**src/rtl/mem_arbiter.sv**
```systemverilog
// Round-robin arbiter sharing one memory wrapper port between icache and dcache.
// One outstanding transaction; request fields registered, response steered to owner.
module mem_arbiter #(
  parameter int ADDR_W = 32,
  parameter int DATA_W = 32,
  parameter int LINE_W = 128
) (
  input  logic              clk_i,
  input  logic              rstn_i,
  input  logic              i_req_valid_i,
  output logic              i_req_ready_o,
  input  logic [ADDR_W-1:0] i_addr_i,
  output logic              i_rsp_valid_o,
  input  logic              i_rsp_ready_i,
  input  logic              d_req_valid_i,
  output logic              d_req_ready_o,
  input  logic [ADDR_W-1:0] d_addr_i,
  input  logic              d_we_i,
  input  logic [DATA_W-1:0] d_data_wr_i,
  output logic              d_rsp_valid_o,
  input  logic              d_rsp_ready_i,
  output logic [ADDR_W-1:0] rsp_addr_o,
  output logic [LINE_W-1:0] rsp_line_o,
  output logic              mem_req_valid_o,
  input  logic              mem_req_ready_i,
  output logic [ADDR_W-1:0] mem_addr_o,
  output logic              mem_we_o,
  output logic [DATA_W-1:0] mem_data_wr_o,
  input  logic              mem_rsp_valid_i,
  output logic              mem_rsp_ready_o,
  input  logic [ADDR_W-1:0] mem_rsp_addr_i,
  input  logic [LINE_W-1:0] mem_data_line_i,
  output logic              busy_o
);

  typedef enum logic [1:0] {
    IDLE,
    REQ,
    RSP
  } state_t;

  typedef struct packed {
    logic [ADDR_W-1:0] addr;
    logic              we;
    logic [DATA_W-1:0] data;
  } req_t;

  localparam logic SRC_I = 1'b0;
  localparam logic SRC_D = 1'b1;

  state_t state, state_n;
  logic   owner, owner_n;
  logic   last_grant, last_n;
  req_t   req_q, req_n;

  logic i_win;
  logic d_win;

  // On a tie the requester that was not served last wins.
  assign d_win = d_req_valid_i &&
                 (!i_req_valid_i || last_grant == SRC_I);
  assign i_win = i_req_valid_i && !d_win;

  always_comb begin
    state_n         = state;
    owner_n         = owner;
    last_n          = last_grant;
    req_n           = req_q;
    i_req_ready_o   = 1'b0;
    d_req_ready_o   = 1'b0;
    i_rsp_valid_o   = 1'b0;
    d_rsp_valid_o   = 1'b0;
    mem_req_valid_o = 1'b0;
    mem_rsp_ready_o = 1'b0;
    unique case (state)
      IDLE: begin
        if (rstn_i) begin
          i_req_ready_o = i_win;
          d_req_ready_o = d_win;
          unique case (1'b1)
            d_win: begin
              req_n   = '{addr: d_addr_i,
                          we:   d_we_i,
                          data: d_data_wr_i};
              owner_n = SRC_D;
              last_n  = SRC_D;
              state_n = REQ;
            end
            i_win: begin
              req_n   = '{addr: i_addr_i,
                          we:   1'b0,
                          data: '0};
              owner_n = SRC_I;
              last_n  = SRC_I;
              state_n = REQ;
            end
            default: ;
          endcase
        end
      end
      REQ: begin
        mem_req_valid_o = 1'b1;
        if (mem_req_ready_i)
          state_n = RSP;
      end
      RSP: begin
        if (owner == SRC_D) begin
          d_rsp_valid_o   = mem_rsp_valid_i;
          mem_rsp_ready_o = d_rsp_ready_i;
        end else begin
          i_rsp_valid_o   = mem_rsp_valid_i;
          mem_rsp_ready_o = i_rsp_ready_i;
        end
        if (mem_rsp_valid_i && mem_rsp_ready_o)
          state_n = IDLE;
      end
      default: state_n = IDLE;
    endcase
  end

  always_ff @(posedge clk_i or negedge rstn_i) begin
    if (!rstn_i) begin
      state      <= IDLE;
      owner      <= SRC_I;
      last_grant <= SRC_I;
      req_q      <= '0;
    end else begin
      state      <= state_n;
      owner      <= owner_n;
      last_grant <= last_n;
      req_q      <= req_n;
    end
  end

  assign mem_addr_o    = req_q.addr;
  assign mem_we_o      = req_q.we;
  assign mem_data_wr_o = req_q.data;
  assign rsp_addr_o    = mem_rsp_addr_i;
  assign rsp_line_o    = mem_data_line_i;
  assign busy_o        = (state != IDLE);

  // A response outside RSP has no owner; it is left unacknowledged.
  always @(posedge clk_i) begin
    if (rstn_i && state != RSP)
      stray_rsp: assert (!mem_rsp_valid_i)
        else $warning("mem_arbiter: unsolicited memory response ignored");
  end

endmodule

```
**config.mk**
```make
export PLATFORM = sky130hd
export DESIGN_NAME = mem_arbiter
export DESIGN_NICKNAME = d
export VERILOG_FILES = /design/src/rtl/mem_arbiter.sv
export SDC_FILE = /design/constraint.sdc
export NUM_CORES = 1
export LEC_CHECK = 0
export CAP_MARGIN = 15
export CORE_AREA = 5 5 192 194
export DETAILED_ROUTE_END_ITERATION = 8
export DIE_AREA = 0 0 197 199
export SLEW_MARGIN = 5
export SYNTH_ARGS = -nofsm -noshare
export SYNTH_HDL_FRONTEND = slang
export SYNTH_SLANG_ARGS = --single-unit
```
**constraint.sdc**
```tcl
create_clock -name clk_i -period 3 [get_ports clk_i]
set_input_delay 0.9 -clock clk_i [delete_from_list [all_inputs] [get_ports clk_i]]
set_output_delay 0.9 -clock clk_i [all_outputs]
set_load 0.1 [all_outputs]
```
* Yosys cells after proc, flatten, opt, wreduce, memory -nomap -nowiden
Cells that the tools add are included.
** Cells by class
- Eq/ne operators :: 6
- Bitwise operators :: 1
- Reduce and logical (&&, ||, !) cells :: 12
- Multiplexer cells :: 19
** Operator list (count)
- $pmux 65 s2 :: 1
- $mux 1 :: 12
- $mux 2 :: 4
- $ne 2x2->1 const B :: 4
- $pmux 2 s3 :: 1
- $reduce_and 4->1 :: 1
- $reduce_bool 2->1 :: 2
- $logic_and 1x1->1 :: 3
- $reduce_and 3->1 :: 1
- $eq 2x1->1 const B :: 1
- $eq 2x2->1 const B :: 1
- $logic_not 1->1 :: 2
- $logic_not 2->1 :: 1
- $pmux 1 s2 :: 1
- $reduce_or 2->1 :: 1
- $logic_or 1x1->1 :: 1
- $not 1->1 :: 1
** Storage, ports and cells
- Register bits :: 68
- Output and inout port bits :: 232
- Input bits :: 265

* Depth between registers and ports, before layout
- Depth in word-level cells :: 9
- Mapped depth :: 5
- Gate-level depth less buffers :: 4

* Least setup slack after synthesis
Ideal clock, no wire load.
- Path type :: input port to output port
- From :: input port d_rsp_ready_i
- To :: output port mem_rsp_ready_o
- Arrival :: 2.312 ns
- Stages on the path :: 2
- Slack :: -0.212 ns
- Buffers on the path :: 0
- Cells stage by stage :: mux2i_1 nor2b_1
** On the way
- Longest elaborated chain between the ends :: 3
** Ends and longest elaborated chain
- from (decl) :: RTL line 21 : input logic d_rsp_ready_i,
- $mux 1 :: RTL line 107 : if (owner == SRC_D) begin
- $mux 1 (2 in series) :: RTL line 75 : unique case (state)
- to (decl) :: RTL line 30 : output logic mem_rsp_ready_o,
Every way passes these cells. The select of a mux whose other input is x is not followed.

* Final worst setup path
- From :: input port i_req_valid_i
- To :: output port i_req_ready_o
** On the way
- Longest elaborated chain between the ends :: 7
** Ends and longest elaborated chain
- from (decl) :: RTL line 10 : input logic i_req_valid_i,
- $logic_not 1->1 :: RTL line 61 : (!i_req_valid_i || last_grant == SRC_I);
- $logic_or 1x1->1 :: RTL line 61
- $logic_and 1x1->1 :: RTL line 60 : assign d_win = d_req_valid_i &&
- $logic_not 1->1 :: RTL line 62 : assign i_win = i_req_valid_i && !d_win;
- $logic_and 1x1->1 (*) :: RTL line 62
- $mux 1 (*) :: RTL line 77 : if (rstn_i) begin
- $mux 1 (*) :: RTL line 75
- to (decl) :: RTL line 11 : output logic i_req_ready_o,
Every way passes the cells marked *; elsewhere a longest branch is shown, timed or not.

==> impl_metrics.toml <==
[floorplanning]
die_w_um = 197
die_h_um = 199
rows = 69
io_pins = 497
dieArea_mm2 = 0.0392
start_util_pct = 11.8
coreArea_mm2 = 0.0351

[grt]
grt_max_degree = 56
grt_overflow = 0
grt_pass1_vias = 3070
grt_use_total_pct = 7.64
antenna_found_initial = 1
grt_pass1_wl_um = 21100

[clock_tree]
post_cts_buffers = 0
cts_buffer_depth = 2
cts_tree = "yes"
clock-root-buffer = "clkbuf_16"
path_clk_slew_ns = 0.05
cts_made_buffers = 9
cts.sinks = 68
ctsHoldBuffers = 0
cts-resized-gates = 0
ctsHtreeMaxLevel = 3
insertion_delay_ns = 0.35

[timing]
hold_violations = 0
finalSetupTns_ns = 0
slew_violations = 0
fin_skew_ns = 0.00825
rsz0062_at_grt = "false"
max_freq_ghz = 0.342
period_needed_ns = 2.92
holdWs_ns = 0.495
min_period_over_period_pct = 97.5
maxSlewHeadroom_pct = 44.8
setup_violations = 0
worst_slew_pin_slew_ns = 0.828

[route]
drcViolationCount = 0
first_pass_iters = 4
ant_nets = 0
vias = 2769
avgViaCountPerCell = 3.25
wl_um = 15100
drt-initial-drc-count = 59
wl_per_cell_um = 17.8

[yosys]
synth_largest_area_cell = "dfrtp_1"
syn_inst = 369
synth_common_cells = "buf_4, dfrtp_1, a22o_1"
synth-warning-count = 0
syn_nets = 634
synthArstFlopShare_pct = 100
netlist.area_leader.share_pct = 41.2
synthTopCellsByArea = "dfrtp_1, buf_4, o221a_1"
syn_avg_cell_area_um2 = 11.2
ys_types = 26
synth_edf_count = 0
ys_seq_area_share_pct = 41.2
ys.flop_type = "dfrtp_1"
ys_seq_elements = 68
netlist_area_mm2 = 0.00413
yosys.cell_count.top_type = "buf_4"

[setup_path]
worst-setup-path-type = "primary input to output pin"
crit_arrival_ns = 2.02
critPathCaptureType = "output pin"
max_stage_delay_ns = 0.48
crit_slowest_cell = "clkdlybuf4s50_1"
cp_max_fo = 2
cp.required_ns = 2.10
worstPathCellList = "clkdlybuf4s50_1, and4bb_2, and2_2, buf_12"
start_kind = "primary input"

[final_layout]
synthToLayoutAreaGrowth_pct = 30.0
fin_nets = 651
fillCellCount = 3928
fin_util_pct = 15.3
register_area_mm2 = 0.00170
drive_above_1_share_pct = 27.9
multiInputGateArea_mm2 = 0.00105
antennaDiodeCount = 0

[placed_design]
port-buffer-count = 176
gp_congestion = 0.667
dp_hpwl_um = 11800

[pwr]
leakage_uw = 0.00213
total_power_uw = 7990
vdd_drop_max_uv = 840
p_per_area_mw_per_mm2 = 1490

[run]
maxCapViolations = 0

[run_status]
outcome = "finished, final reports clean"

[worst_hold_path]
hold_path.class = "flop to flop"
cells by family after synthesis:
group / Yosys count / synth area share [%]
simple gates: 47 / 8.52
buf+inv: 183 / 33.5
compound gates: 70 / 16.6
flops: 68 / 41.2
mux: 1 / 0.242
cell type report:
class                           instances  area share (%)
Clock buffer                           14            5.10
Clock inverter                          1           0.559
Inverter                                3           0.256
Multi-Input combinational cell        118            19.7
Sequential cell                        68            31.7
Tap cell                              461            10.7
Timing Repair Buffer                  186            32.0
where the power goes:
group          internal [µW]  total (µW)  switching (µW)
registers               1370        1660             294
clock network            707        1110             403
logic                   1160        5220            4060
per-stage QoR:
| stage | std cells | setup slack, ns | cell area (µm²) |
|---|---|---|---|
| 2_1_floorplan | 369 | 0.245 | 4140 |
| 3_3_place_gp | 836 | 0.0471 | 5060 |
| 3_5_place_dp | 836 | 0.0523 | 5060 |
| 4_1_cts | 851 | 0.0401 | 5370 |
| 5_1_grt | 851 | 0.00979 | 5370 |
| 6_report | 851 | 0.0752 | 5370 |
state kept, by name (all words and copies together), names as in the netlist:
| signal | count |
|---|---|
| mem_data_wr_o | 32 |
| state | 2 |
| mem_addr_o | 32 |
| mem_we_o | 1 |
| last_grant | 1 |
metal layers:
metal / vias up / part of all wire [%] / track usage (%)
li1: 1172 / - / -
met5: - / 0.086 / 0
met3: 82 / 13 / 4.67
met4: 2 / 6.8 / 6.37
met1: 1283 / 32 / 7.04
met2: 230 / 48 / 12.0
placed cells by master (no fill, tap or decap), types with 2 or more instances in the layout:
master and count:
clkbuf_8 3, a22o_1 33, o221a_2 2, dfrtp_1 68, inv_1 2, clkdlybuf4s50_1 103, clkbuf_16 9, o221a_1 30
o21ai_0 2, buf_12 5, buf_4 78, clkbuf_1 2, nand2_1 4, nand3b_1 32
path summary, 6_finish.rpt:
kind	from	endpoint	slack [ns]	depth (start not counted)
setup / recovery	i_req_valid_i	i_req_ready_o	0.08	4
hold / removal	mem_data_wr_o[19]	mem_data_wr_o[19]	0.50	1
setup reg to reg	state[1]	mem_addr_o[5]	1.08	3
hold reg to reg	mem_data_wr_o[19]	mem_data_wr_o[19]	0.50	1
max in group asynchronous	rstn_i	last_grant	1.77	2
min in group asynchronous	rstn_i	mem_addr_o[8]	0.54	2
worst max-delay path, delay by kind of cell:
kind,cells,cell delay [ns]
buf+inv,2,0.67
simple gates,2,0.45
No activity file was read; power rests on OpenSTA's default activity.
